==> config.mk <==
export PLATFORM = sky130hd
export DESIGN_NAME = data_memory_controller
export DESIGN_NICKNAME = d
export VERILOG_FILES = /design/src/rtl/dmem_pkg.sv /design/src/rtl/dmem_lane_align.sv /design/src/rtl/data_memory_controller.sv
export SDC_FILE = /design/constraint.sdc
export NUM_CORES = 1
export LEC_CHECK = 0
export ABC_AREA = 0
export CAP_MARGIN = 20
export CELL_PAD_IN_SITES_DETAIL_PLACEMENT = 1
export CELL_PAD_IN_SITES_GLOBAL_PLACEMENT = 1
export CORE_UTILIZATION = 38
export CTS_CLUSTER_SIZE = 10
export DETAILED_ROUTE_END_ITERATION = 12
export HOLD_SLACK_MARGIN = 0.06
export PLACE_DENSITY = 0.88
export SKIP_LAST_GASP = 1
export SLEW_MARGIN = 30
export SYNTH_ARGS = -nofsm -noshare
export SYNTH_HDL_FRONTEND = slang
export SYNTH_SLANG_ARGS = --single-unit
==> constraint.sdc <==
create_clock -name clk -period 4.6 [get_ports clk]
set_input_delay 0.92 -clock clk [delete_from_list [all_inputs] [get_ports clk]]
set_output_delay 0.92 -clock clk [all_outputs]
set_load 0.01 [all_outputs]
==> src/rtl/dmem_pkg.sv <==
// Shared types and decode helpers for the data-memory controller.
// Size decode is kept here so lane logic and FSM agree on byte counts.
package dmem_pkg;

    localparam int XLEN = 32;

    typedef enum logic [1:0] {
        SZ_BYTE = 2'd0,
        SZ_HALF = 2'd1,
        SZ_WORD = 2'd2,
        SZ_RSVD = 2'd3
    } dmem_size_e;

    typedef enum logic [2:0] {
        IDLE = 3'd0,
        ACC0 = 3'd1,
        ACC1 = 3'd2,
        CAPT = 3'd3,
        RESP = 3'd4
    } dmem_state_e;

    // Reserved size behaves as a full word.
    function automatic logic [3:0] size_to_mask(input dmem_size_e size);
        case (size)
            SZ_BYTE: return 4'b0001;
            SZ_HALF: return 4'b0011;
            default: return 4'b1111;
        endcase
    endfunction

    function automatic logic [2:0] size_to_nbytes(input dmem_size_e size);
        case (size)
            SZ_BYTE: return 3'd1;
            SZ_HALF: return 3'd2;
            default: return 3'd4;
        endcase
    endfunction

    function automatic logic [31:0] be_to_bits(input logic [3:0] be);
        logic [31:0] bits;
        for (int i = 0; i < 4; i++) begin
            bits[i*8 +: 8] = {8{be[i]}};
        end
        return bits;
    endfunction

endpackage

==> src/rtl/dmem_lane_align.sv <==
// Byte-lane steering: write mode shifts mask/data into SRAM lanes for either access half,
// read mode right-justifies a {hi,lo} pair and reports the valid lanes. Purely combinational.
module dmem_lane_align (
    input  logic        rd_mode,
    input  logic        half,
    input  logic [1:0]  off,
    input  logic [3:0]  mask,
    input  logic [63:0] data,
    output logic [3:0]  be,
    output logic [31:0] data_out
);

    logic [7:0] mask_wide;
    logic [4:0] sh_lo;
    logic [5:0] sh_hi;

    always_comb begin
        // Upper nibble of the widened mask is exactly the spill into the next word.
        mask_wide = {4'b0000, mask} << off;
        sh_lo     = {off, 3'b000};
        sh_hi     = 6'd32 - {1'b0, off, 3'b000};
        if (rd_mode) begin
            be       = mask;
            data_out = 32'(data >> sh_lo);
        end else if (half) begin
            be       = mask_wide[7:4];
            data_out = data[31:0] >> sh_hi;
        end else begin
            be       = mask_wide[3:0];
            data_out = data[31:0] << sh_lo;
        end
    end

endmodule

==> src/rtl/data_memory_controller.sv <==
// Single-outstanding load/store controller for a word-wide SRAM; splits word-straddling accesses.
// Latency 2-4 cycles to rsp_valid; response held until rsp_ready, requests only taken in IDLE.
module data_memory_controller #(
    parameter int XLEN       = 32,
    parameter int ADDR_WIDTH = 16
) (
    input  logic                  clk,
    input  logic                  rst,
    input  logic                  req_valid,
    output logic                  req_ready,
    input  logic                  req_write,
    input  logic [1:0]            req_size,
    input  logic [ADDR_WIDTH-1:0] req_addr,
    input  logic [XLEN-1:0]       req_wdata,
    output logic                  rsp_valid,
    input  logic                  rsp_ready,
    output logic [XLEN-1:0]       rsp_rdata,
    output logic                  ram_en,
    output logic                  ram_we,
    output logic [ADDR_WIDTH-3:0] ram_addr,
    output logic [3:0]            ram_be,
    output logic [XLEN-1:0]       ram_wdata,
    input  logic [XLEN-1:0]       ram_rdata
);

    import dmem_pkg::*;

    localparam int WAW = ADDR_WIDTH - 2;
    localparam logic [WAW-1:0] WORD_ONE = WAW'(1);

    dmem_state_e state, state_nxt;

    logic                  wr_q;
    dmem_size_e            size_q;
    logic [ADDR_WIDTH-1:0] addr_q;
    logic [XLEN-1:0]       wdata_q;
    logic [XLEN-1:0]       lo_word;
    logic [XLEN-1:0]       hi_word;

    logic [1:0]     off;
    logic [3:0]     mask;
    logic [2:0]     nbytes;
    logic           split;
    logic [WAW-1:0] word0;
    logic           in_acc1;
    logic [3:0]     wr_be;
    logic [31:0]    wr_dat;
    logic [3:0]     rd_be;
    logic [31:0]    rd_dat;

    assign off     = addr_q[1:0];
    assign mask    = size_to_mask(size_q);
    assign nbytes  = size_to_nbytes(size_q);
    assign split   = ({1'b0, off} + nbytes) > 3'd4;
    assign word0   = addr_q[ADDR_WIDTH-1:2];
    assign in_acc1 = (state == ACC1);

    dmem_lane_align u_wr_lanes (
        .rd_mode  (1'b0),
        .half     (in_acc1),
        .off      (off),
        .mask     (mask),
        .data     ({{XLEN{1'b0}}, wdata_q}),
        .be       (wr_be),
        .data_out (wr_dat)
    );

    dmem_lane_align u_rd_lanes (
        .rd_mode  (1'b1),
        .half     (1'b0),
        .off      (off),
        .mask     (mask),
        .data     ({hi_word, lo_word}),
        .be       (rd_be),
        .data_out (rd_dat)
    );

    always_ff @(posedge clk or posedge rst) begin
        if (rst) begin
            state <= IDLE;
        end else begin
            state <= state_nxt;
        end
    end

    always_comb begin
        state_nxt = state;
        case (state)
            IDLE: if (req_valid) state_nxt = ACC0;
            ACC0: begin
                if (split)      state_nxt = ACC1;
                else if (wr_q)  state_nxt = RESP;
                else            state_nxt = CAPT;
            end
            ACC1: state_nxt = wr_q ? RESP : CAPT;
            CAPT: state_nxt = RESP;
            RESP: if (rsp_ready) state_nxt = IDLE;
            default: state_nxt = IDLE;
        endcase
    end

    always_comb begin
        req_ready = (state == IDLE);
        rsp_valid = (state == RESP);
        rsp_rdata = '0;
        ram_en    = 1'b0;
        ram_we    = 1'b0;
        ram_addr  = '0;
        ram_be    = '0;
        ram_wdata = '0;
        if (state == ACC0 || state == ACC1) begin
            ram_en    = 1'b1;
            ram_we    = wr_q;
            ram_addr  = in_acc1 ? word0 + WORD_ONE : word0;
            ram_be    = wr_be;
            ram_wdata = wr_dat;
        end
        if (state == RESP && !wr_q) begin
            rsp_rdata = rd_dat & be_to_bits(rd_be);
        end
    end

    // SRAM read data lags the strobe by one cycle, so each capture trails its access.
    always_ff @(posedge clk or posedge rst) begin
        if (rst) begin
            wr_q    <= 1'b0;
            size_q  <= SZ_BYTE;
            addr_q  <= '0;
            wdata_q <= '0;
            lo_word <= '0;
            hi_word <= '0;
        end else begin
            if (state == IDLE && req_valid) begin
                wr_q    <= req_write;
                size_q  <= dmem_size_e'(req_size);
                addr_q  <= req_addr;
                wdata_q <= req_wdata;
            end
            if (state == ACC1 && !wr_q) begin
                lo_word <= ram_rdata;
            end
            if (state == CAPT) begin
                if (split) hi_word <= ram_rdata;
                else       lo_word <= ram_rdata;
            end
        end
    end

endmodule
==> results.json <==
{
  "ctsResizeCount": 0,
  "grt_first_pass_wirelength_microns": 33090,
  "crit_required_ps": 3680,
  "cp.arrival_ps": 3150,
  "yosysUniqueCellTypes": 50,
  "dr.pass1.iters": 8,
  "cts_buffers": 9,
  "maxSlewHeadroom": 0.3752,
  "leakage_uw": 0.003648,
  "synth_ff_type": "dfrtp_1",
  "drv_slew": 0,
  "grt_pass1_vias": 5837,
  "root_buffer": "clkbuf_16",
  "ys_seq_area_frac": 0.3953,
  "ys_async_sr_fraction": 1.000,
  "grt_max_degree": 60,
  "post-place-ws_ps": 996.5,
  "synthCells": 599,
  "drive_above_1_share": 0.2268,
  "cts_tree": "done",
  "die_w_microns": 137.4,
  "critPathCaptureType": "primary output",
  "rsz0062_at_grt": "no",
  "crit_path_max_incr_delay_ps": 590,
  "hold_buffers": 0,
  "path_max_fanout": 10,
  "synth_edf_count": 0,
  "critPathKind": "reg2out",
  "initialDrtViolationCount": 329,
  "grt_overflow": 0,
  "violations": "design-rule violations",
  "cp_cell_sequence": "inv_1 > ha_1 > buf_4 > nor2_1 > a21oi_1 > o22ai_1 > clkdlybuf4s50_1",
  "synth_area_sq_um": 6964,
  "antennaDiodeCount": 0,
  "routed_wl_microns": 21040,
  "max_freq_mhz": 245.4,
  "clkLatencyLatePin_ps": 360,
  "grt.total_usage": 0.2330,
  "maxCapViolations": 0,
  "cts.sinks": 110,
  "ys_warn_count": 0,
  "worstSetupStartpointType": "flip-flop",
  "fin_area_sq_um": 9104,
  "num-nets-final": 840,
  "post_dp_cell_area_sq_um": 8813,
  "finalHoldViolCount": 0,
  "power_density_nw_per_um2": 719.7,
  "fin_skew_ps": 6.850,
  "cp_slowest_cell": "nor2_1",
  "finalWorstSetupSlack_ps": 525.2,
  "core_area_sq_um": 17960,
  "rows": 49,
  "io_pins": 173,
  "outcome": "complete, but fails checks",
  "setup_viol": 0,
  "finalCritPeriodShare": 0.8858,
  "tns_ps": 0,
  "vias_per_cell": 5.628,
  "place_hpwl_microns": 15180,
  "io_buffers": 172,
  "layout_min_cycle_time_ps": 4075,
  "area_delta_synth_final_pct": 30.72,
  "min_path_type": "reg2reg",
  "route.vias.total": 5532,
  "cts_setup_buffers": 0,
  "start_util": 0.3877,
  "avgSynthCellArea_sq_um": 11.63,
  "max-vdd-ir-drop_mv": 0.3479,
  "worstMarginPinSlew_ps": 930.9,
  "die_area_sq_um": 18870,
  "die_h_microns": 137.4,
  "nFillCells": 1929,
  "post-route-drc-count": 2,
  "gp_congestion": 0.8922,
  "htree_num_levels": 3,
  "ctsLongestPathBuffers": 2,
  "detail-route-antenna-nets": 0,
  "ys_seq_elements": 110,
  "antenna_found_initial": 1,
  "clk_pin_slew_ps": 70,
  "wl_per_cell_microns": 21.40,
  "synth_nets": 690
}
[path summary, 6_finish.rpt]
path	slack, ps	start	depth (start not counted)	to
max	530	addr_q[1]	7	ram_wdata[8]
min	510	lo_word[7]	1	lo_word[7]
max reg2reg	1180	addr_q[0]	9	lo_word[2]
min reg2reg	510	lo_word[7]	1	lo_word[7]
max in group asynchronous	2750	rst	3	wdata_q[28]
min in group asynchronous	1060	rst	2	hi_word[21]
[metrics by stage]
| stage | hold WS (ps) | total power [uW] | cells | util |
|---|---|---|---|---|
| floorplan | 452.6 | 4526 | 599 | - |
| finish | 508.4 | 6552 | 983 | 0.5068 |
| global placement | 472.1 | 5604 | 967 | 0.4906 |
| global route | 521.3 | 6991 | 983 | 0.5068 |
| detailed placement | 495.6 | 5759 | 967 | 0.4906 |
| CTS | 512.3 | 6583 | 983 | 0.5068 |
[worst max-delay path, delay by kind of cell, from the launching register on]
| family | cells | cell delay (ps) |
|---|---|---|
| compound gates | 2 | 430 |
| fa+ha+maj | 1 | 320 |
| buf+inv | 3 | 950 |
| flops | 1 | 510 |
| simple gates | 1 | 590 |
[metal layers]
metal,vias to the layer above,GRT usage,share of wire
met4,2,0.1172,0.040
met1,2805,0.3219,0.43
met3,56,0.03054,0.043
li1,2508,-,-
met2,161,0.3589,0.48
met5,-,0,0.00062
[layout make-up]
type | instances | area (sq um) | share of cell area
clock inverters | 6 | 61.31 | 0.006734
clock buffers | 10 | 229.0 | 0.02515
inverters | 14 | 55.05 | 0.006047
multi-input cells | 428 | 3887 | 0.4270
repair buffers | 186 | 1827 | 0.2007
flip-flops and latches | 110 | 2758 | 0.3029
well taps | 229 | 286.5 | 0.03147
[registers in the layout, summed over array words and instances (netlist names)]
signal and flops:
state 3, wdata_q 32, size_q 2, addr_q 16, lo_word 32, hi_word 24
wr_q 1
[cells in the final DEF, fill, tap and decap left out, drive strengths merged, types with 2 or more instances in the layout]
cell type and count:
o22a 8, nor4 5, and3 16, mux4 32
xnor2 9, o21ai 12, clkdlybuf4s50 172, inv 15
clkinv 3, clkbuf 10, ha 3, buf 14
nand2 37, nor2 45, or3b 3, nor2b 9
nand4 2, mux2 100, a21oi 26, mux2i 50
a32o 8, nor3 13, a22o 2, o22ai 19
nand3 2, nand2b 4, and2 10, dfrtp 110
[Yosys cell counts (3+ instances only)]
| master | instances | share of area |
|---|---|---|
| dfrtp_1 | 110 | 0.40 |
| mux2_2 | 75 | 0.12 |
| mux2i_1 | 50 | 0.072 |
| nor2_1 | 42 | 0.023 |
| nand2_1 | 37 | 0.020 |
| mux4_2 | 32 | 0.10 |
| a21oi_1 | 26 | 0.019 |
| buf_2 | 26 | 0.019 |
| mux2_4 | 20 | 0.043 |
| o22ai_1 | 19 | 0.017 |
| and3_1 | 16 | 0.014 |
| inv_1 | 13 | 0.0070 |
| nor3_1 | 12 | 0.0086 |
| o21ai_0 | 11 | 0.0079 |
| and2_1 | 10 | 0.0090 |
| nor2b_1 | 9 | 0.0081 |
| xnor2_1 | 9 | 0.011 |
| a32o_1 | 8 | 0.011 |
| clkbuf_1 | 8 | 0.0043 |
| o22a_1 | 8 | 0.010 |
| buf_6 | 6 | 0.0097 |
| buf_4 | 5 | 0.0054 |
| mux2_1 | 5 | 0.0081 |
| nor4_1 | 5 | 0.0045 |
| nand2b_1 | 4 | 0.0036 |
| ha_1 | 3 | 0.0054 |
[cells by family after synthesis]
kind of cell | after synthesis | synth area share
compound gates | 81 | 0.07780
xor+xnor | 10 | 0.01366
fa+ha+maj | 4 | 0.008265
buf+inv | 61 | 0.04671
flops | 110 | 0.3953
mux | 182 | 0.3478
simple gates | 151 | 0.1105
[where the power goes]
group	switching [uW]	leakage, uW	internal [uW]
Clock	371	0.000143	422
Sequential	636	0.00133	1460
Combinational	1640	0.00218	2020
Total	2650	0.00365	3900
(Power assumes the default switching activity.)
